$ cat src/rtl/lsu_pkg.sv
// Shared definitions for the load/store data port.
//   OP_LOAD / OP_STORE : major opcodes that start a memory access
//   F3_*               : funct3 access-size / signedness encodings
//   lsu_state_e        : access state machine states
//   cnt_width()        : width of a counter that must hold 0..timeout
package lsu_pkg;

    localparam logic [6:0] OP_LOAD  = 7'b0000011;
    localparam logic [6:0] OP_STORE = 7'b0100011;

    localparam logic [2:0] F3_B  = 3'b000;
    localparam logic [2:0] F3_H  = 3'b001;
    localparam logic [2:0] F3_W  = 3'b010;
    localparam logic [2:0] F3_BU = 3'b100;
    localparam logic [2:0] F3_HU = 3'b101;

    typedef enum logic [1:0] {
        IDLE,
        ACCESS,
        DONE
    } lsu_state_e;

    function automatic int unsigned cnt_width(input int unsigned timeout);
        return (timeout < 2) ? 1 : $clog2(timeout + 1);
    endfunction

endpackage

$ cat src/rtl/lsu_data_port_if.sv
// Data-memory bus between the load/store unit (master) and memory (slave).
//   bus_req   : access request, held until bus_ack
//   bus_we    : 1 = write
//   bus_addr  : word-aligned byte address
//   bus_wdata : lane-steered store data
//   bus_be    : byte enables
//   bus_rdata : read data, valid with bus_ack
//   bus_ack   : access complete
//   bus_err   : access failed, qualifies bus_ack
interface lsu_data_port_if #(
    parameter int unsigned WIDTH = 32
) ();

    logic             bus_req;
    logic             bus_we;
    logic [WIDTH-1:0] bus_addr;
    logic [WIDTH-1:0] bus_wdata;
    logic [3:0]       bus_be;
    logic [WIDTH-1:0] bus_rdata;
    logic             bus_ack;
    logic             bus_err;

    modport master (
        output bus_req, bus_we, bus_addr, bus_wdata, bus_be,
        input  bus_rdata, bus_ack, bus_err
    );

    modport slave (
        input  bus_req, bus_we, bus_addr, bus_wdata, bus_be,
        output bus_rdata, bus_ack, bus_err
    );

endinterface

$ cat src/rtl/lsu_align.sv
// Combinational byte-lane logic for the load/store unit (32-bit, 4 lanes).
//   i_is_store     : current access is a store
//   i_funct3       : size/signedness of the access being issued
//   i_off          : byte offset (address bits [1:0]) of the access being issued
//   i_store_data   : RS2 value
//   o_wdata        : store data replicated onto every lane it may land in
//   o_be           : byte enables (all ones for loads)
//   o_misaligned   : offset not naturally aligned for the access size
//   o_illegal      : funct3 not a valid encoding for this access type
//   i_ld_funct3    : funct3 captured for the outstanding load
//   i_ld_off       : byte offset captured for the outstanding load
//   i_rdata        : raw bus read data
//   o_load_data    : selected and sign/zero-extended load result
module lsu_align
    import lsu_pkg::*;
(
    input  logic        i_is_store,
    input  logic [2:0]  i_funct3,
    input  logic [1:0]  i_off,
    input  logic [31:0] i_store_data,
    output logic [31:0] o_wdata,
    output logic [3:0]  o_be,
    output logic        o_misaligned,
    output logic        o_illegal,
    input  logic [2:0]  i_ld_funct3,
    input  logic [1:0]  i_ld_off,
    input  logic [31:0] i_rdata,
    output logic [31:0] o_load_data
);

    logic [31:0] w_shifted;

    // Issue side: legality, byte enables and lane replication.
    always_comb begin
        o_wdata      = '0;
        o_be         = 4'b1111;
        o_misaligned = 1'b0;
        o_illegal    = 1'b0;
        case (i_funct3)
            F3_B: begin
                if (i_is_store) begin
                    o_be    = 4'b0001 << i_off;
                    o_wdata = {4{i_store_data[7:0]}};
                end
            end
            F3_H: begin
                o_misaligned = i_off[0];
                if (i_is_store) begin
                    o_be    = i_off[1] ? 4'b1100 : 4'b0011;
                    o_wdata = {2{i_store_data[15:0]}};
                end
            end
            F3_W: begin
                o_misaligned = (i_off != 2'b00);
                if (i_is_store) begin
                    o_wdata = i_store_data;
                end
            end
            // Unsigned sizes only exist for loads.
            F3_BU: begin
                o_illegal = i_is_store;
            end
            F3_HU: begin
                o_illegal    = i_is_store;
                o_misaligned = i_off[0];
            end
            default: begin
                o_illegal = 1'b1;
            end
        endcase
    end

    // Return side: move the addressed lane down to bit 0, then extend.
    assign w_shifted = i_rdata >> {i_ld_off, 3'b000};

    always_comb begin
        o_load_data = i_rdata;
        case (i_ld_funct3)
            F3_B:    o_load_data = {{24{w_shifted[7]}}, w_shifted[7:0]};
            F3_BU:   o_load_data = {24'b0, w_shifted[7:0]};
            F3_H:    o_load_data = {{16{w_shifted[15]}}, w_shifted[15:0]};
            F3_HU:   o_load_data = {16'b0, w_shifted[15:0]};
            default: o_load_data = i_rdata;
        endcase
    end

endmodule

$ cat src/rtl/lsu_data_port.sv
// Load/store unit between the ALU and a valid/ack data-memory bus.
// Stalls the single-cycle core while an access is outstanding and hands back
// an extended load result (rd_we pulse) or an abort (fault pulse).
//   i_clk, i_rst_n  : clock, asynchronous active-low reset
//   i_opcode        : current instruction opcode
//   i_funct3        : access size / signedness
//   i_mem_addr      : byte address from the ALU
//   i_store_data    : RS2 value
//   io_bus          : data-memory bus (master side)
//   o_stall         : hold PC and register file
//   o_load_data     : extended load result, valid with o_rd_we
//   o_rd_we         : one-cycle write-back pulse
//   o_fault         : one-cycle abort pulse (misaligned, illegal, bus error, timeout)
// Only WIDTH = 32 is supported; the interface must use the same WIDTH.
module lsu_data_port
    import lsu_pkg::*;
#(
    parameter int unsigned WIDTH   = 32,
    parameter int unsigned TIMEOUT = 255
) (
    input  logic               i_clk,
    input  logic               i_rst_n,
    input  logic [6:0]         i_opcode,
    input  logic [2:0]         i_funct3,
    input  logic [WIDTH-1:0]   i_mem_addr,
    input  logic [WIDTH-1:0]   i_store_data,
    lsu_data_port_if.master    io_bus,
    output logic               o_stall,
    output logic [WIDTH-1:0]   o_load_data,
    output logic               o_rd_we,
    output logic               o_fault
);

    localparam int unsigned       CW       = cnt_width(TIMEOUT);
    localparam logic [CW-1:0]     CNT_LAST = CW'(TIMEOUT - 1);

    lsu_state_e       r_state;
    logic             r_is_store;
    logic [2:0]       r_funct3;
    logic [1:0]       r_off;
    logic [CW-1:0]    r_cnt;
    logic             r_req;
    logic             r_we;
    logic [WIDTH-1:0] r_addr;
    logic [WIDTH-1:0] r_wdata;
    logic [3:0]       r_be;
    logic [WIDTH-1:0] r_load_data;
    logic             r_rd_we;
    logic             r_fault;

    logic             w_is_load;
    logic             w_is_store;
    logic             w_is_mem;
    logic [WIDTH-1:0] w_wdata;
    logic [3:0]       w_be;
    logic             w_misaligned;
    logic             w_illegal;
    logic [WIDTH-1:0] w_load_data;

    assign w_is_load  = (i_opcode == OP_LOAD);
    assign w_is_store = (i_opcode == OP_STORE);
    assign w_is_mem   = w_is_load | w_is_store;

    lsu_align u_align (
        .i_is_store   (w_is_store),
        .i_funct3     (i_funct3),
        .i_off        (i_mem_addr[1:0]),
        .i_store_data (i_store_data),
        .o_wdata      (w_wdata),
        .o_be         (w_be),
        .o_misaligned (w_misaligned),
        .o_illegal    (w_illegal),
        .i_ld_funct3  (r_funct3),
        .i_ld_off     (r_off),
        .i_rdata      (io_bus.bus_rdata),
        .o_load_data  (w_load_data)
    );

    always_ff @(posedge i_clk or negedge i_rst_n) begin
        if (!i_rst_n) begin
            r_state     <= IDLE;
            r_is_store  <= 1'b0;
            r_funct3    <= '0;
            r_off       <= '0;
            r_cnt       <= '0;
            r_req       <= 1'b0;
            r_we        <= 1'b0;
            r_addr      <= '0;
            r_wdata     <= '0;
            r_be        <= '0;
            r_load_data <= '0;
            r_rd_we     <= 1'b0;
            r_fault     <= 1'b0;
        end else begin
            // Completion outputs are single-cycle pulses.
            r_rd_we     <= 1'b0;
            r_fault     <= 1'b0;
            r_load_data <= '0;
            unique case (r_state)
                IDLE: begin
                    if (w_is_mem) begin
                        r_is_store <= w_is_store;
                        r_funct3   <= i_funct3;
                        r_off      <= i_mem_addr[1:0];
                        r_we       <= w_is_store;
                        r_addr     <= {i_mem_addr[WIDTH-1:2], 2'b00};
                        r_wdata    <= w_wdata;
                        r_be       <= w_be;
                        r_cnt      <= '0;
                        if (w_misaligned || w_illegal) begin
                            r_fault <= 1'b1;
                            r_state <= DONE;
                        end else begin
                            r_req   <= 1'b1;
                            r_state <= ACCESS;
                        end
                    end
                end
                ACCESS: begin
                    // Ack is checked first so it wins over a same-cycle timeout.
                    if (io_bus.bus_ack) begin
                        r_req   <= 1'b0;
                        r_state <= DONE;
                        if (io_bus.bus_err) begin
                            r_fault <= 1'b1;
                        end else if (!r_is_store) begin
                            r_rd_we     <= 1'b1;
                            r_load_data <= w_load_data;
                        end
                    end else if (r_cnt == CNT_LAST) begin
                        r_cnt   <= r_cnt + 1'b1;
                        r_req   <= 1'b0;
                        r_fault <= 1'b1;
                        r_state <= DONE;
                    end else begin
                        r_cnt <= r_cnt + 1'b1;
                    end
                end
                DONE: begin
                    // The opcode is still visible here; it has already been served.
                    r_cnt   <= '0;
                    r_state <= IDLE;
                end
                default: begin
                    r_state <= IDLE;
                end
            endcase
        end
    end

    assign io_bus.bus_req   = r_req;
    assign io_bus.bus_we    = r_we;
    assign io_bus.bus_addr  = r_addr;
    assign io_bus.bus_wdata = r_wdata;
    assign io_bus.bus_be    = r_be;

    // Gated by reset so stall is low while reset is held, even with a memory opcode present.
    assign o_stall = i_rst_n & (((r_state == IDLE) & w_is_mem) | (r_state == ACCESS));

    assign o_load_data = r_load_data;
    assign o_rd_we     = r_rd_we;
    assign o_fault     = r_fault;

endmodule

$ cat src/flat_wrapper.sv
// flat-port wrapper written by rule: the top's interface ports become plain ports
module lsu_data_port_flat import lsu_pkg::*;
#(
    parameter int unsigned WIDTH   = 32,
    parameter int unsigned TIMEOUT = 255
)
  (i_clk, i_rst_n, i_opcode, i_funct3, i_mem_addr, i_store_data, o_stall, o_load_data, o_rd_we, o_fault, io_bus_bus_req, io_bus_bus_we, io_bus_bus_addr, io_bus_bus_wdata, io_bus_bus_be, io_bus_bus_rdata, io_bus_bus_ack, io_bus_bus_err);
  lsu_data_port_if #(.WIDTH(WIDTH)) io_bus_i ();
  input  logic i_clk;
  input  logic i_rst_n;
  input  logic [6:0] i_opcode;
  input  logic [2:0] i_funct3;
  input  logic [WIDTH-1:0] i_mem_addr;
  input  logic [WIDTH-1:0] i_store_data;
  output logic o_stall;
  output logic [WIDTH-1:0] o_load_data;
  output logic o_rd_we;
  output logic o_fault;
  output wire logic [$bits(io_bus_i.bus_req)-1:0] io_bus_bus_req;
  output wire logic [$bits(io_bus_i.bus_we)-1:0] io_bus_bus_we;
  output wire logic [$bits(io_bus_i.bus_addr)-1:0] io_bus_bus_addr;
  output wire logic [$bits(io_bus_i.bus_wdata)-1:0] io_bus_bus_wdata;
  output wire logic [$bits(io_bus_i.bus_be)-1:0] io_bus_bus_be;
  input wire logic [$bits(io_bus_i.bus_rdata)-1:0] io_bus_bus_rdata;
  input wire logic [$bits(io_bus_i.bus_ack)-1:0] io_bus_bus_ack;
  input wire logic [$bits(io_bus_i.bus_err)-1:0] io_bus_bus_err;
  assign io_bus_bus_req = io_bus_i.bus_req;
  assign io_bus_bus_we = io_bus_i.bus_we;
  assign io_bus_bus_addr = io_bus_i.bus_addr;
  assign io_bus_bus_wdata = io_bus_i.bus_wdata;
  assign io_bus_bus_be = io_bus_i.bus_be;
  assign io_bus_i.bus_rdata = io_bus_bus_rdata;
  assign io_bus_i.bus_ack = io_bus_bus_ack;
  assign io_bus_i.bus_err = io_bus_bus_err;
  lsu_data_port #(.WIDTH(WIDTH), .TIMEOUT(TIMEOUT)) u_core (.i_clk(i_clk), .i_rst_n(i_rst_n), .i_opcode(i_opcode), .i_funct3(i_funct3), .i_mem_addr(i_mem_addr), .i_store_data(i_store_data), .io_bus(io_bus_i), .o_stall(o_stall), .o_load_data(o_load_data), .o_rd_we(o_rd_we), .o_fault(o_fault));
endmodule
$ cat config.mk
export PLATFORM = sky130hd
export DESIGN_NAME = lsu_data_port_flat
export DESIGN_NICKNAME = d
export VERILOG_FILES = /design/src/rtl/lsu_pkg.sv /design/src/rtl/lsu_data_port_if.sv /design/src/rtl/lsu_align.sv /design/src/rtl/lsu_data_port.sv /design/src/flat_wrapper.sv
export SDC_FILE = /design/constraint.sdc
export NUM_CORES = 1
export LEC_CHECK = 0
export CORE_MARGIN = 2
export CORE_UTILIZATION = 63
export CTS_BUF_LIST = sky130_fd_sc_hd__clkbuf_16
export DETAILED_ROUTE_END_ITERATION = 6
export DONT_BUFFER_PORTS = 1
export GPL_TIMING_DRIVEN = 0
export HOLD_SLACK_MARGIN = 0.06
export PLACE_DENSITY = 0.83
export SKIP_CTS_REPAIR_TIMING = 1
export SLEW_MARGIN = 20
export SYNTH_ARGS = -nofsm -noshare
export SYNTH_HDL_FRONTEND = slang
export SYNTH_SLANG_ARGS = --single-unit
$ cat constraint.sdc
create_clock -name i_clk -period 2.4 [get_ports i_clk]
set_input_delay 0.24 -clock i_clk [delete_from_list [all_inputs] [get_ports i_clk]]
set_output_delay 0.24 -clock i_clk [all_outputs]
set_load 0.03 [all_outputs]
==> report_table.html, run 1 <==
<table>
<tr><th>Metric</th><th>Value</th></tr>
<tr><th colspan="2">Outcome</th></tr>
<tr><td>Status</td><td>finished with violations</td></tr>
<tr><td>Violations in the final reports</td><td>negative hold slack</td></tr>
<tr><th colspan="2">Clocking</th></tr>
<tr><td>Num CTS Buffers</td><td>17</td></tr>
<tr><td>Clock-pin slew on the worst setup and hold paths</td><td>0.06 ns</td></tr>
<tr><td>Count of H-tree levels built during CTS</td><td>4</td></tr>
<tr><td>Number of clock sinks</td><td>117</td></tr>
<tr><td>Library cell used as clock root buffer</td><td>clkbuf_16</td></tr>
<tr><td>Clock latency at the later pin of the worst-skew pair</td><td>0.41 ns</td></tr>
<tr><td>CTS tree</td><td>done</td></tr>
<tr><td>Longest Clk Path Bufs</td><td>2</td></tr>
<tr><th colspan="2">Logic synthesis</th></tr>
<tr><td>Dominant register cell in the synthesized netlist</td><td>dfrtp_1</td></tr>
<tr><td>Synth warnings</td><td>0</td></tr>
<tr><td>Synthesized area per cell</td><td>approximately 11 um^2</td></tr>
<tr><td>Cell taking the most area after synthesis</td><td>dfrtp_1</td></tr>
<tr><td>Number of flops mapped to enable cells by yosys</td><td>0</td></tr>
<tr><td>Share of flip-flops with an asynchronous set or reset after synthesis</td><td>1.00</td></tr>
<tr><td>Gate count of the mapped netlist</td><td>472</td></tr>
<tr><td>Leading cell types by total area after synthesis</td><td>dfrtp_1 56%, mux2_2 7.8%, o21ai_0 4.5%</td></tr>
<tr><td>Number of synthesized register bits</td><td>around 120</td></tr>
<tr><td>Post-synthesis instance area</td><td>0.00523 mm^2</td></tr>
<tr><td>Distinct cell type count of the synthesized netlist</td><td>between 40 and 50</td></tr>
<tr><td>Area share of the largest cell type after synthesis</td><td>0.560</td></tr>
<tr><td>Seq/Total Area, Yosys</td><td>0.560</td></tr>
<tr><th colspan="2">Drt</th></tr>
<tr><td>Remaining DRCs</td><td>0</td></tr>
<tr><td>Total routed wirelength</td><td>about 15000 um</td></tr>
<tr><td>Detail Route Antenna Nets</td><td>0</td></tr>
<tr><td>Initial DRT Pass Iterations</td><td>5</td></tr>
<tr><td>Via density per instance</td><td>6.38</td></tr>
<tr><td>Number of design-rule violations left by the first detailed-router iteration</td><td>~370</td></tr>
<tr><td>WL/cell</td><td>22.6 um</td></tr>
<tr><td>Count of vias placed by the detailed router</td><td>roughly 4300</td></tr>
<tr><th colspan="2">Die</th></tr>
<tr><td>I/O pin count</td><td>215</td></tr>
<tr><td>Core ar.</td><td>around 0.0081 mm^2</td></tr>
<tr><td>Die Footprint</td><td>0.00904 mm^2</td></tr>
<tr><td>Die height</td><td>95.1 um</td></tr>
<tr><td>Initial standard-cell utilization of the core</td><td>0.642</td></tr>
<tr><td>Std cell rows</td><td>33</td></tr>
<tr><td>Chip width</td><td>between 90 and 100 um</td></tr>
<tr><th colspan="2">Layout</th></tr>
<tr><td>Area of all placed cells without fillers</td><td>0.00660 mm^2</td></tr>
<tr><td>Final net count</td><td>664</td></tr>
<tr><td>Most common cell after layout, fill and taps aside</td><td>dfrtp_1</td></tr>
<tr><td>Top library cells by usage in the layout, fill and taps aside</td><td>117 x dfrtp_1, 60 x dlygate4sd3_1, 47 x o21ai_0, 43 x a21oi_1, 37 x nand2_1</td></tr>
<tr><td>Ant. Diodes</td><td>0</td></tr>
<tr><td>Share of layout cells above drive strength 1</td><td>0.154</td></tr>
<tr><td>Layout area overhead</td><td>26.4%</td></tr>
<tr><th colspan="2">Global routing</th></tr>
<tr><td>Combined global-route utilization of all metal layers</td><td>0.305</td></tr>
<tr><td>Congestion Overflow GR</td><td>0</td></tr>
<tr><td>Number of antenna violations at the first check in global routing</td><td>0</td></tr>
<tr><td>Vias in the first global route</td><td>between 3000 and 4000</td></tr>
<tr><td>Largest net degree at the start of global routing</td><td>119</td></tr>
<tr><td>Wire length of the first global-routing pass</td><td>20700 um</td></tr>
<tr><th colspan="2">Worst setup path</th></tr>
<tr><td>Startpoint-to-endpoint class of the critical path</td><td>reg -&gt; reg</td></tr>
<tr><td>Standard cell with the maximum stage delay on the critical path</td><td>clkbuf_1</td></tr>
<tr><td>Worst setup EP type</td><td>flop</td></tr>
<tr><td>WP data required</td><td>2.70 ns</td></tr>
<tr><td>Peak per-stage delay on the critical path</td><td>approximately 0.48 ns</td></tr>
<tr><td>Nature of the critical path startpoint</td><td>flop</td></tr>
<tr><td>Signal arrival time at the worst endpoint</td><td>2.50 ns</td></tr>
<tr><td>Cell repeated most along the worst path</td><td>clkbuf_1</td></tr>
<tr><td>Cells along the critical path</td><td>clkbuf_1, nor2_1, nand3_1, buf_2, clkbuf_1, nand2_1, o21ai_0</td></tr>
<tr><td>Highest net fanout along the worst path</td><td>10</td></tr>
<tr><td>Minimum setup slack among reg-to-reg paths</td><td>0.20 ns</td></tr>
<tr><th colspan="2">Placed design</th></tr>
<tr><td>Input/output buffers</td><td>0</td></tr>
<tr><td>RePlAce Congestion</td><td>0.962</td></tr>
<tr><td>Cell area reported after detailed placement</td><td>0.00536 mm^2</td></tr>
<tr><td>Sum of net half-perimeters after detailed placement</td><td>about 9600 um</td></tr>
<tr><th colspan="2">Power and ir drop</th></tr>
<tr><td>Power density normalized to cell area</td><td>just over 900 mW/mm^2</td></tr>
<tr><td>VDD IR-drop max</td><td>between 700 and 800 uV</td></tr>
<tr><td>Static Leakage</td><td>3.19 nW</td></tr>
<tr><th colspan="2">Timing</th></tr>
<tr><td>Post-route setup TNS</td><td>0 ns</td></tr>
<tr><td>Unrepaired setup endpoints after global routing</td><td>no</td></tr>
<tr><td>Hold_ws</td><td>-0.475 ns</td></tr>
<tr><td>Final count of hold timing violations</td><td>117</td></tr>
<tr><td>Slew at the pin with the worst max-slew slack</td><td>0.781 ns</td></tr>
<tr><td>Final critical-path share of the clock period</td><td>0.918</td></tr>
<tr><td>Highest clock rate</td><td>approximately 0.45 GHz</td></tr>
<tr><td>Number of slew-limit violations in the final report</td><td>0</td></tr>
<tr><td>Crit path time final</td><td>2.20 ns</td></tr>
<tr><td>Worst Clk Skew</td><td>between 0.008 and 0.009 ns</td></tr>
<tr><td>Number of failing setup endpoints in the final timing report</td><td>0</td></tr>
<tr><td>Relative slew slack</td><td>0.478</td></tr>
<tr><th colspan="2">Worst hold path</th></tr>
<tr><td>Hold Path Class</td><td>in -&gt; async</td></tr>
<tr><th colspan="2">Flow run</th></tr>
<tr><td>Maximum capacitance violations</td><td>0</td></tr>
</table>
state kept, by name (all words and copies together) (netlist names):
name / flops
u_core.io_bus.bus_we: 1
u_core.io_bus.bus_req: 1
u_core.r_funct3: 3
u_core.r_state: 2
u_core.io_bus.bus_addr: 30
u_core.r_off: 2
u_core.o_fault: 1
u_core.r_cnt: 8
u_core.o_rd_we: 1
u_core.o_load_data: 32
u_core.io_bus.bus_wdata: 32
u_core.io_bus.bus_be: 4
synth_stat cells, types with 3 or more instances:
cell and instances:
mux2i_1 7, nor2b_1 13, inv_1 6, xor2_1 6, a21oi_1 43, nor2_1 25, a22o_1 25, o21ai_0 47
nand4_1 3, o221ai_1 7, clkbuf_1 17, nand2_1 37, dfrtp_1 117, nor3_1 3, buf_1 3, nand3_1 6
a21o_1 23, mux2_2 36, buf_2 8, a211o_1 3
path summary, 6_finish.rpt:
kind | from | endpoint | depth (start not counted)
max | u_core.r_state[1] | u_core.io_bus.bus_be[0] | 7
min | i_rst_n | u_core.o_load_data[22] | 0
max reg2reg | u_core.r_state[1] | u_core.io_bus.bus_be[0] | 7
min reg2reg | u_core.r_funct3[0] | u_core.r_funct3[0] | 2
max in group asynchronous | i_rst_n | u_core.io_bus.bus_be[1] | 0
min in group i_clk | i_store_data[19] | u_core.io_bus.bus_wdata[19] | 2
stage by stage:
step	hold WS (ns)	power (mW)	setup WS [ns]	cells	utilization
after floorplan	-0.0556	2.98	0.740	473	-
after CTS	-0.484	5.88	0.266	610	0.738
final	-0.475	5.97	0.197	670	0.812
after global routing	-0.494	6.18	0.0579	670	0.812
after global placement	-0.0528	3.09	0.347	578	0.659
after detailed placement	-0.0522	3.12	0.315	578	0.659
power breakdown:
group          internal, mW  total (mW)  switching, mW
logic                 0.312       0.637          0.325
registers              2.13        2.58          0.444
clock network          1.77        2.76          0.992
final cells by class:
class / instances / area [um^2]
fill: 449 / 1530
sequential: 117 / 2930
buffer: 31 / 141
timing repair buffer: 60 / 601
multi-input combinational: 317 / 2130
clock buffer: 17 / 425
clock inverter: 15 / 216
inverter: 8 / 30.0
tap: 105 / 131
worst max-delay path: cells and delay by family, from the launching register on:
family	cells	cell delay, ns
buffers and inverters	3	1.12
and+or+nand+nor	3	0.49
DFF	1	0.34
AOI/OAI and AO/OA	1	0.13
cells by family (layout without fill, tap and decap cells):
group	count (synthesis)	in the layout	synth area share
AO/OA/AOI/OAI	159	159	0.199
XOR/XNOR	6	6	0.0101
adder cells (fa/ha/maj)	2	2	0.00479
buffers and inverters	39	131	0.0328
flip-flops	117	117	0.560
multiplexers	44	44	0.0953
other	1	2	0.000718
AND/OR/NAND/NOR	104	104	0.0967
layer usage:
layer | global-route usage | wire length (um) | vias up | part of all wire
met1 | 0.378 | 5440 | 2061 | 0.36
met2 | 0.484 | 7550 | 314 | 0.50
li1 | - | - | 1860 | -
met5 | 0 | 0 | - | 0
met3 | 0.108 | 1790 | 41 | 0.12
met4 | 0.136 | 391 | 0 | 0.026
Note: power is estimated with default switching activity, not from simulation.
==> run 2, diff against run 1 <==
--- a/config.mk
+++ b/config.mk
@@ -5,6 +5,7 @@
 export SDC_FILE = /design/constraint.sdc
 export NUM_CORES = 1
 export LEC_CHECK = 0
+export CORE_ASPECT_RATIO = 0.7
 export CORE_MARGIN = 2
 export CORE_UTILIZATION = 63
 export CTS_BUF_LIST = sky130_fd_sc_hd__clkbuf_16
==> report_table.html, run 2 (synthesis gave the netlist of run 1 again) <==
<table>
<tr><th>Metric</th><th>Value</th></tr>
<tr><th colspan="2">Layout</th></tr>
<tr><td>Most common cell after layout, fill and taps aside</td><td>dfrtp_1</td></tr>
<tr><td>Layout area overhead</td><td>26.3%</td></tr>
<tr><td>Number of non-filler instances in the completed layout</td><td>668</td></tr>
<tr><td>FF/Latch Area</td><td>slightly below 0.003 mm^2</td></tr>
<tr><td>Area of combinational cells with multiple inputs</td><td>approximately 0.0021 mm^2</td></tr>
<tr><td>Filler cells</td><td>399</td></tr>
<tr><td>Core utilization of the finished layout</td><td>0.831</td></tr>
<tr><td>Area of all placed cells without fillers</td><td>between 0.006 and 0.007 mm^2</td></tr>
<tr><td>Share of layout cells above drive strength 1</td><td>0.150</td></tr>
<tr><td>Final net count</td><td>between 600 and 700</td></tr>
<tr><td>Top library cells by usage in the layout, fill and taps aside</td><td>117 x dfrtp_1, 61 x dlygate4sd3_1, 47 x o21ai_0, 43 x a21oi_1, 37 x nand2_1</td></tr>
<tr><th colspan="2">Worst setup path</th></tr>
<tr><td>Standard cell with the maximum stage delay on the critical path</td><td>a211oi_2</td></tr>
<tr><td>Worst setup EP type</td><td>flop</td></tr>
<tr><td>Nature of the critical path startpoint</td><td>flop</td></tr>
<tr><td>Startpoint-to-endpoint class of the critical path</td><td>reg -&gt; reg</td></tr>
<tr><td>Minimum setup slack among reg-to-reg paths</td><td>roughly 0.15 ns</td></tr>
<tr><td>Cells along the critical path</td><td>clkbuf_1, nor2_1, nand3_1, a211oi_2, buf_2, a22o_1</td></tr>
<tr><td>Signal arrival time at the worst endpoint</td><td>2.58 ns</td></tr>
<tr><td>Highest net fanout along the worst path</td><td>10</td></tr>
<tr><td>Peak per-stage delay on the critical path</td><td>0.53 ns</td></tr>
<tr><td>WP data required</td><td>2.73 ns</td></tr>
<tr><th colspan="2">Flow run</th></tr>
<tr><td>Maximum capacitance violations</td><td>0</td></tr>
<tr><th colspan="2">Timing</th></tr>
<tr><td>Worst Clk Skew</td><td>around 0.009 ns</td></tr>
<tr><td>Number of failing setup endpoints in the final timing report</td><td>0</td></tr>
<tr><td>Post-route setup TNS</td><td>0 ns</td></tr>
<tr><td>Number of slew-limit violations in the final report</td><td>0</td></tr>
<tr><td>Hold_ws</td><td>-0.473 ns</td></tr>
<tr><td>Final count of hold timing violations</td><td>117</td></tr>
<tr><td>Unrepaired setup endpoints after global routing</td><td>no</td></tr>
<tr><td>Highest clock rate</td><td>0.444 GHz</td></tr>
<tr><td>Crit path time final</td><td>2.25 ns</td></tr>
<tr><td>Final critical-path share of the clock period</td><td>0.937</td></tr>
<tr><td>Relative slew slack</td><td>0.439</td></tr>
<tr><td>Slew at the pin with the worst max-slew slack</td><td>0.839 ns</td></tr>
<tr><th colspan="2">Die</th></tr>
<tr><td>Chip width</td><td>113 um</td></tr>
<tr><td>Initial standard-cell utilization of the core</td><td>0.658</td></tr>
<tr><td>Core ar.</td><td>0.00794 mm^2</td></tr>
<tr><td>Die height</td><td>roughly 80 um</td></tr>
<tr><td>Std cell rows</td><td>27</td></tr>
<tr><td>Die Footprint</td><td>0.00905 mm^2</td></tr>
<tr><td>I/O pin count</td><td>215</td></tr>
<tr><th colspan="2">Drt</th></tr>
<tr><td>Via density per instance</td><td>about 6.5</td></tr>
<tr><td>Count of vias placed by the detailed router</td><td>4370</td></tr>
<tr><td>Initial DRT Pass Iterations</td><td>7</td></tr>
<tr><td>Number of design-rule violations left by the first detailed-router iteration</td><td>377</td></tr>
<tr><td>Remaining DRCs</td><td>0</td></tr>
<tr><td>WL/cell</td><td>between 20 and 25 um</td></tr>
<tr><td>Detail Route Antenna Nets</td><td>0</td></tr>
<tr><td>Total routed wirelength</td><td>16100 um</td></tr>
<tr><th colspan="2">Clocking</th></tr>
<tr><td>CTS tree</td><td>done</td></tr>
<tr><td>Count of H-tree levels built during CTS</td><td>4</td></tr>
<tr><td>Library cell used as clock root buffer</td><td>clkbuf_16</td></tr>
<tr><td>Clock latency at the later pin of the worst-skew pair</td><td>~0.4 ns</td></tr>
<tr><td>Num CTS Buffers</td><td>17</td></tr>
<tr><td>Longest Clk Path Bufs</td><td>2</td></tr>
<tr><td>Clock-pin slew on the worst setup and hold paths</td><td>0.06 ns</td></tr>
<tr><td>Number of clock sinks</td><td>117</td></tr>
<tr><th colspan="2">Global routing</th></tr>
<tr><td>Combined global-route utilization of all metal layers</td><td>0.305</td></tr>
<tr><td>Largest net degree at the start of global routing</td><td>around 120</td></tr>
<tr><td>Wire length of the first global-routing pass</td><td>21000 um</td></tr>
<tr><td>Vias in the first global route</td><td>about 4000</td></tr>
<tr><td>Congestion Overflow GR</td><td>0</td></tr>
<tr><td>Number of antenna violations at the first check in global routing</td><td>1</td></tr>
<tr><th colspan="2">Placed design</th></tr>
<tr><td>Cell total after placement</td><td>around 570</td></tr>
<tr><td>Cell area reported after detailed placement</td><td>~0.0054 mm^2</td></tr>
<tr><td>Input/output buffers</td><td>0</td></tr>
<tr><td>Sum of net half-perimeters after detailed placement</td><td>9780 um</td></tr>
<tr><td>RePlAce Congestion</td><td>0.909</td></tr>
<tr><th colspan="2">Power and ir drop</th></tr>
<tr><td>Power density normalized to cell area</td><td>899 mW/mm^2</td></tr>
<tr><td>VDD IR-drop max</td><td>754 uV</td></tr>
<tr><td>Static Leakage</td><td>3.17 nW</td></tr>
<tr><td>Tot Pwr</td><td>a little under 6 mW</td></tr>
<tr><th colspan="2">Outcome</th></tr>
<tr><td>Status</td><td>finished with violations</td></tr>
<tr><td>Violations in the final reports</td><td>negative hold slack</td></tr>
<tr><th colspan="2">Worst hold path</th></tr>
<tr><td>Hold Path Class</td><td>in -&gt; async</td></tr>
</table>
==> run 2: cell types whose count changed in the layout (fill, tap and decap cells not counted) <==
cell	before	now
clkinv_4	3	2
clkinv_2	1	0
clkinv_1	2	4
clkinvlp_4	1	4
dlygate4sd3_1	60	61
inv_6	4	2
diode_2	0	1
inv_8	2	1
==> run 2: layout make-up <==
cell class,count,share of cell area
multi-input cells,317,0.323
flip-flops and latches,117,0.444
repair buffers,61,0.0925
diodes,1,0.000379
well taps,101,0.0192
clock inverters,15,0.0309
plain buffers,31,0.0214
inverters,8,0.00455
clock buffers,17,0.0645
==> run 2: metal layers <==
metal  GRT usage  up-vias  routed length, um
li1            -     1854                  -
met1       0.393     2124               6000
met2       0.475      345               7700
met3       0.115       47               1920
met4       0.115        0                448
met5           0        -                  0
==> run 2: worst paths after layout <==
path / depth (start not counted) / start / endpoint
max in group asynchronous: 0 / i_rst_n / u_core.o_load_data[22]
min in group i_clk: 2 / i_store_data[18] / u_core.io_bus.bus_wdata[18]
max reg2reg: 6 / u_core.r_state[1] / u_core.io_bus.bus_wdata[10]
min reg2reg: 2 / u_core.r_funct3[0] / u_core.r_funct3[0]
max: 6 / u_core.r_state[1] / u_core.io_bus.bus_wdata[10]
min: 0 / i_rst_n / u_core.io_bus.bus_addr[9]
==> run 2: critical path: cells and delay by family, from the launching register on <==
family / cells / cell delay, ns
buf+inv: 2 / 0.55
flops: 1 / 0.37
simple gates: 2 / 0.54
compound gates: 2 / 0.73
==> run 2: metrics by stage <==
| stage | hold slack [ns] | setup slack (ns) |
|---|---|---|
| after global routing | -0.489 | 0.0390 |
| final | -0.473 | 0.150 |
| after floorplan | -0.0556 | 0.740 |
| after global placement | -0.0539 | 0.361 |
| after CTS | -0.478 | 0.327 |
| after detailed placement | -0.0542 | 0.379 |
==> run 2: power breakdown <==
| part | internal, mW | leakage (nW) | switching (mW) |
|---|---|---|---|
| Combinational | 0.313 | 1.30 | 0.332 |
| Clock | 1.75 | 0.293 | 0.961 |
| Sequential | 2.13 | 1.58 | 0.444 |
| Total | 4.19 | 3.17 | 1.74 |
==> run 3, diff against run 2 <==
--- a/config.mk
+++ b/config.mk
@@ -11,11 +11,9 @@
 export CTS_BUF_LIST = sky130_fd_sc_hd__clkbuf_16
 export DETAILED_ROUTE_END_ITERATION = 6
 export DONT_BUFFER_PORTS = 1
-export GPL_TIMING_DRIVEN = 0
 export HOLD_SLACK_MARGIN = 0.06
 export PLACE_DENSITY = 0.83
 export SKIP_CTS_REPAIR_TIMING = 1
-export SLEW_MARGIN = 20
 export SYNTH_ARGS = -nofsm -noshare
 export SYNTH_HDL_FRONTEND = slang
 export SYNTH_SLANG_ARGS = --single-unit
==> report_table.html, run 3 (synthesis gave the netlist of run 1 again) <==
<table>
<tr><th>Metric</th><th>Value</th></tr>
<tr><th colspan="2">Clocking</th></tr>
<tr><td>Number of clock sinks</td><td>117</td></tr>
<tr><td>Num CTS Buffers</td><td>17</td></tr>
<tr><td>CTS tree</td><td>done</td></tr>
<tr><td>Longest Clk Path Bufs</td><td>2</td></tr>
<tr><td>Clock-pin slew on the worst setup and hold paths</td><td>0.06 ns</td></tr>
<tr><td>Library cell used as clock root buffer</td><td>clkbuf_16</td></tr>
<tr><td>Clock latency at the later pin of the worst-skew pair</td><td>approximately 0.40 ns</td></tr>
<tr><td>Count of H-tree levels built during CTS</td><td>4</td></tr>
<tr><th colspan="2">Drt</th></tr>
<tr><td>Number of design-rule violations left by the first detailed-router iteration</td><td>about 400</td></tr>
<tr><td>Initial DRT Pass Iterations</td><td>5</td></tr>
<tr><td>Detail Route Antenna Nets</td><td>0</td></tr>
<tr><td>Total routed wirelength</td><td>15100 um</td></tr>
<tr><td>Remaining DRCs</td><td>0</td></tr>
<tr><td>Via density per instance</td><td>6.51</td></tr>
<tr><td>WL/cell</td><td>23.2 um</td></tr>
<tr><td>Count of vias placed by the detailed router</td><td>4221</td></tr>
<tr><th colspan="2">Layout</th></tr>
<tr><td>Most common cell after layout, fill and taps aside</td><td>dfrtp_1</td></tr>
<tr><td>Final net count</td><td>646</td></tr>
<tr><td>Top library cells by usage in the layout, fill and taps aside</td><td>117 x dfrtp_1, 64 x dlygate4sd3_1, 47 x o21ai_0, 43 x a21oi_1, 37 x nand2_1</td></tr>
<tr><td>Share of layout cells above drive strength 1</td><td>0.154</td></tr>
<tr><td>Layout area overhead</td><td>25.3%</td></tr>
<tr><td>Filler cells</td><td>~440</td></tr>
<tr><td>Ant. Diodes</td><td>0</td></tr>
<tr><th colspan="2">Die</th></tr>
<tr><td>Core ar.</td><td>between 0.007 and 0.008 mm^2</td></tr>
<tr><td>Std cell rows</td><td>27</td></tr>
<tr><td>I/O pin count</td><td>around 220</td></tr>
<tr><td>Chip width</td><td>113 um</td></tr>
<tr><td>Die Footprint</td><td>0.00905 mm^2</td></tr>
<tr><td>Die height</td><td>80.2 um</td></tr>
<tr><td>Initial standard-cell utilization of the core</td><td>0.658</td></tr>
<tr><th colspan="2">Power and ir drop</th></tr>
<tr><td>Static Leakage</td><td>3.17 nW</td></tr>
<tr><td>Cell-internal power</td><td>4.17 mW</td></tr>
<tr><td>Comb power frac</td><td>0.103</td></tr>
<tr><td>Switching power total</td><td>1.65 mW</td></tr>
<tr><td>Share of power burned in registers</td><td>0.445</td></tr>
<tr><td>Power density normalized to cell area</td><td>889 mW/mm^2</td></tr>
<tr><td>Share of power burned in the clock network</td><td>0.452</td></tr>
<tr><td>Proportion of total power due to net switching</td><td>0.284</td></tr>
<tr><td>VDD IR-drop max</td><td>670 uV</td></tr>
<tr><th colspan="2">Worst setup path</th></tr>
<tr><td>Highest net fanout along the worst path</td><td>17</td></tr>
<tr><td>Peak per-stage delay on the critical path</td><td>slightly above 0.7 ns</td></tr>
<tr><td>Signal arrival time at the worst endpoint</td><td>2.33 ns</td></tr>
<tr><td>Nature of the critical path startpoint</td><td>flop</td></tr>
<tr><td>WP data required</td><td>about 2.7 ns</td></tr>
<tr><td>Critical path buffer and inverter count</td><td>2</td></tr>
<tr><td>Worst setup EP type</td><td>flop</td></tr>
<tr><td>Reg-to-Reg Start</td><td>u_core.r_funct3[1]</td></tr>
<tr><td>R2R depth</td><td>4</td></tr>
<tr><td>Reg-to-Reg End</td><td>u_core.o_load_data[27]</td></tr>
<tr><td>Startpoint-to-endpoint class of the critical path</td><td>reg -&gt; reg</td></tr>
<tr><td>Kind of cell adding the most delay to the critical path</td><td>buffers and inverters</td></tr>
<tr><td>Standard cell with the maximum stage delay on the critical path</td><td>dfrtp_1</td></tr>
<tr><td>Minimum setup slack among reg-to-reg paths</td><td>0.40 ns</td></tr>
<tr><td>Cells along the critical path</td><td>clkinv_1, nor2_1, buf_4, a21o_1</td></tr>
<tr><th colspan="2">Global routing</th></tr>
<tr><td>Number of antenna violations at the first check in global routing</td><td>0</td></tr>
<tr><td>Wire length of the first global-routing pass</td><td>20100 um</td></tr>
<tr><td>Congestion Overflow GR</td><td>0</td></tr>
<tr><td>Largest net degree at the start of global routing</td><td>119</td></tr>
<tr><td>Combined global-route utilization of all metal layers</td><td>0.295</td></tr>
<tr><td>Vias in the first global route</td><td>roughly 3700</td></tr>
<tr><th colspan="2">Timing</th></tr>
<tr><td>Hold_ws</td><td>-0.471 ns</td></tr>
<tr><td>Worst Clk Skew</td><td>0.0126 ns</td></tr>
<tr><td>Final critical-path share of the clock period</td><td>0.832</td></tr>
<tr><td>Post-route setup TNS</td><td>0 ns</td></tr>
<tr><td>Relative slew slack</td><td>0.479</td></tr>
<tr><td>Number of failing setup endpoints in the final timing report</td><td>0</td></tr>
<tr><td>Unrepaired setup endpoints after global routing</td><td>no</td></tr>
<tr><td>Slew at the pin with the worst max-slew slack</td><td>slightly below 0.8 ns</td></tr>
<tr><td>Crit path time final</td><td>2.00 ns</td></tr>
<tr><td>Final count of hold timing violations</td><td>117</td></tr>
<tr><td>Highest clock rate</td><td>0.501 GHz</td></tr>
<tr><td>Number of slew-limit violations in the final report</td><td>0</td></tr>
<tr><th colspan="2">Worst hold path</th></tr>
<tr><td>Hold Path Class</td><td>in -&gt; async</td></tr>
<tr><th colspan="2">Placed design</th></tr>
<tr><td>Sum of net half-perimeters after detailed placement</td><td>9300 um</td></tr>
<tr><td>Input/output buffers</td><td>0</td></tr>
<tr><td>RePlAce Congestion</td><td>0.928</td></tr>
<tr><th colspan="2">Outcome</th></tr>
<tr><td>Status</td><td>finished with violations</td></tr>
<tr><td>Violations in the final reports</td><td>negative hold slack</td></tr>
<tr><th colspan="2">Flow run</th></tr>
<tr><td>Maximum capacitance violations</td><td>0</td></tr>
</table>
-- run 3: cell type report --
type | count | area, um^2 | share of cell area
clock buffer | 17 | 425 | 0.0650
tap | 101 | 126 | 0.0193
sequential | 117 | 2930 | 0.447
multi-input combinational | 317 | 2140 | 0.327
clock inverter | 15 | 189 | 0.0288
inverter | 8 | 30.0 | 0.00459
timing repair buffer | 73 | 708 | 0.108
-- run 3: worst max-delay path by stage --
stage	to	slack, ns	from	depth (start not counted)
finish	u_core.o_load_data[27]	0.40	u_core.r_funct3[1]	4
detailed placement	u_core.io_bus.bus_wdata[29]	0.46	u_core.r_state[1]	5
global placement	u_core.o_load_data[30]	0.58	u_core.r_funct3[1]	4
global route	u_core.o_load_data[27]	0.30	u_core.r_funct3[1]	4
CTS	u_core.io_bus.bus_wdata[29]	0.45	u_core.r_state[1]	5
floorplan	u_core.io_bus.bus_addr[30]	0.74	u_core.r_state[1]	6
-- run 3: per-layer routing --
| metal | wire length (um) | GRT usage |
|---|---|---|
| met1 | 5730 | 0.384 |
| met2 | 7300 | 0.455 |
| met3 | 1810 | 0.126 |
| met4 | 225 | 0.0854 |
| met5 | 0 | 0 |
-- run 3: stage by stage --
stage / utilization / setup WS (ns) / power, mW / instances / instance area, um^2
floorplan: - / 0.740 / 2.98 / 473 / 5230
global placement: 0.667 / 0.578 / 3.06 / 552 / 5290
detailed placement: 0.667 / 0.461 / 3.09 / 552 / 5290
CTS: 0.744 / 0.454 / 5.71 / 584 / 5910
global route: 0.825 / 0.297 / 5.99 / 648 / 6550
finish: 0.825 / 0.404 / 5.82 / 648 / 6550
-- run 3: power by group through the flow --
| stage | sequential [mW] | clock, mW | combinational, mW |
|---|---|---|---|
| after global routing | 2.61 | 2.74 | 0.647 |
| final | 2.59 | 2.63 | 0.599 |
| after floorplan | 2.55 | 0 | 0.429 |
| after CTS | 2.58 | 2.64 | 0.490 |
| after global placement | 2.60 | 0 | 0.461 |
| after detailed placement | 2.61 | 0 | 0.485 |
-- run 3: worst register-to-register path, cell delays in order (launching register included) --
cell and delay [ns]:
dfrtp_1 0.71, clkinv_1 0.59, nor2_1 0.28, buf_4 0.21, a21o_1 0.14
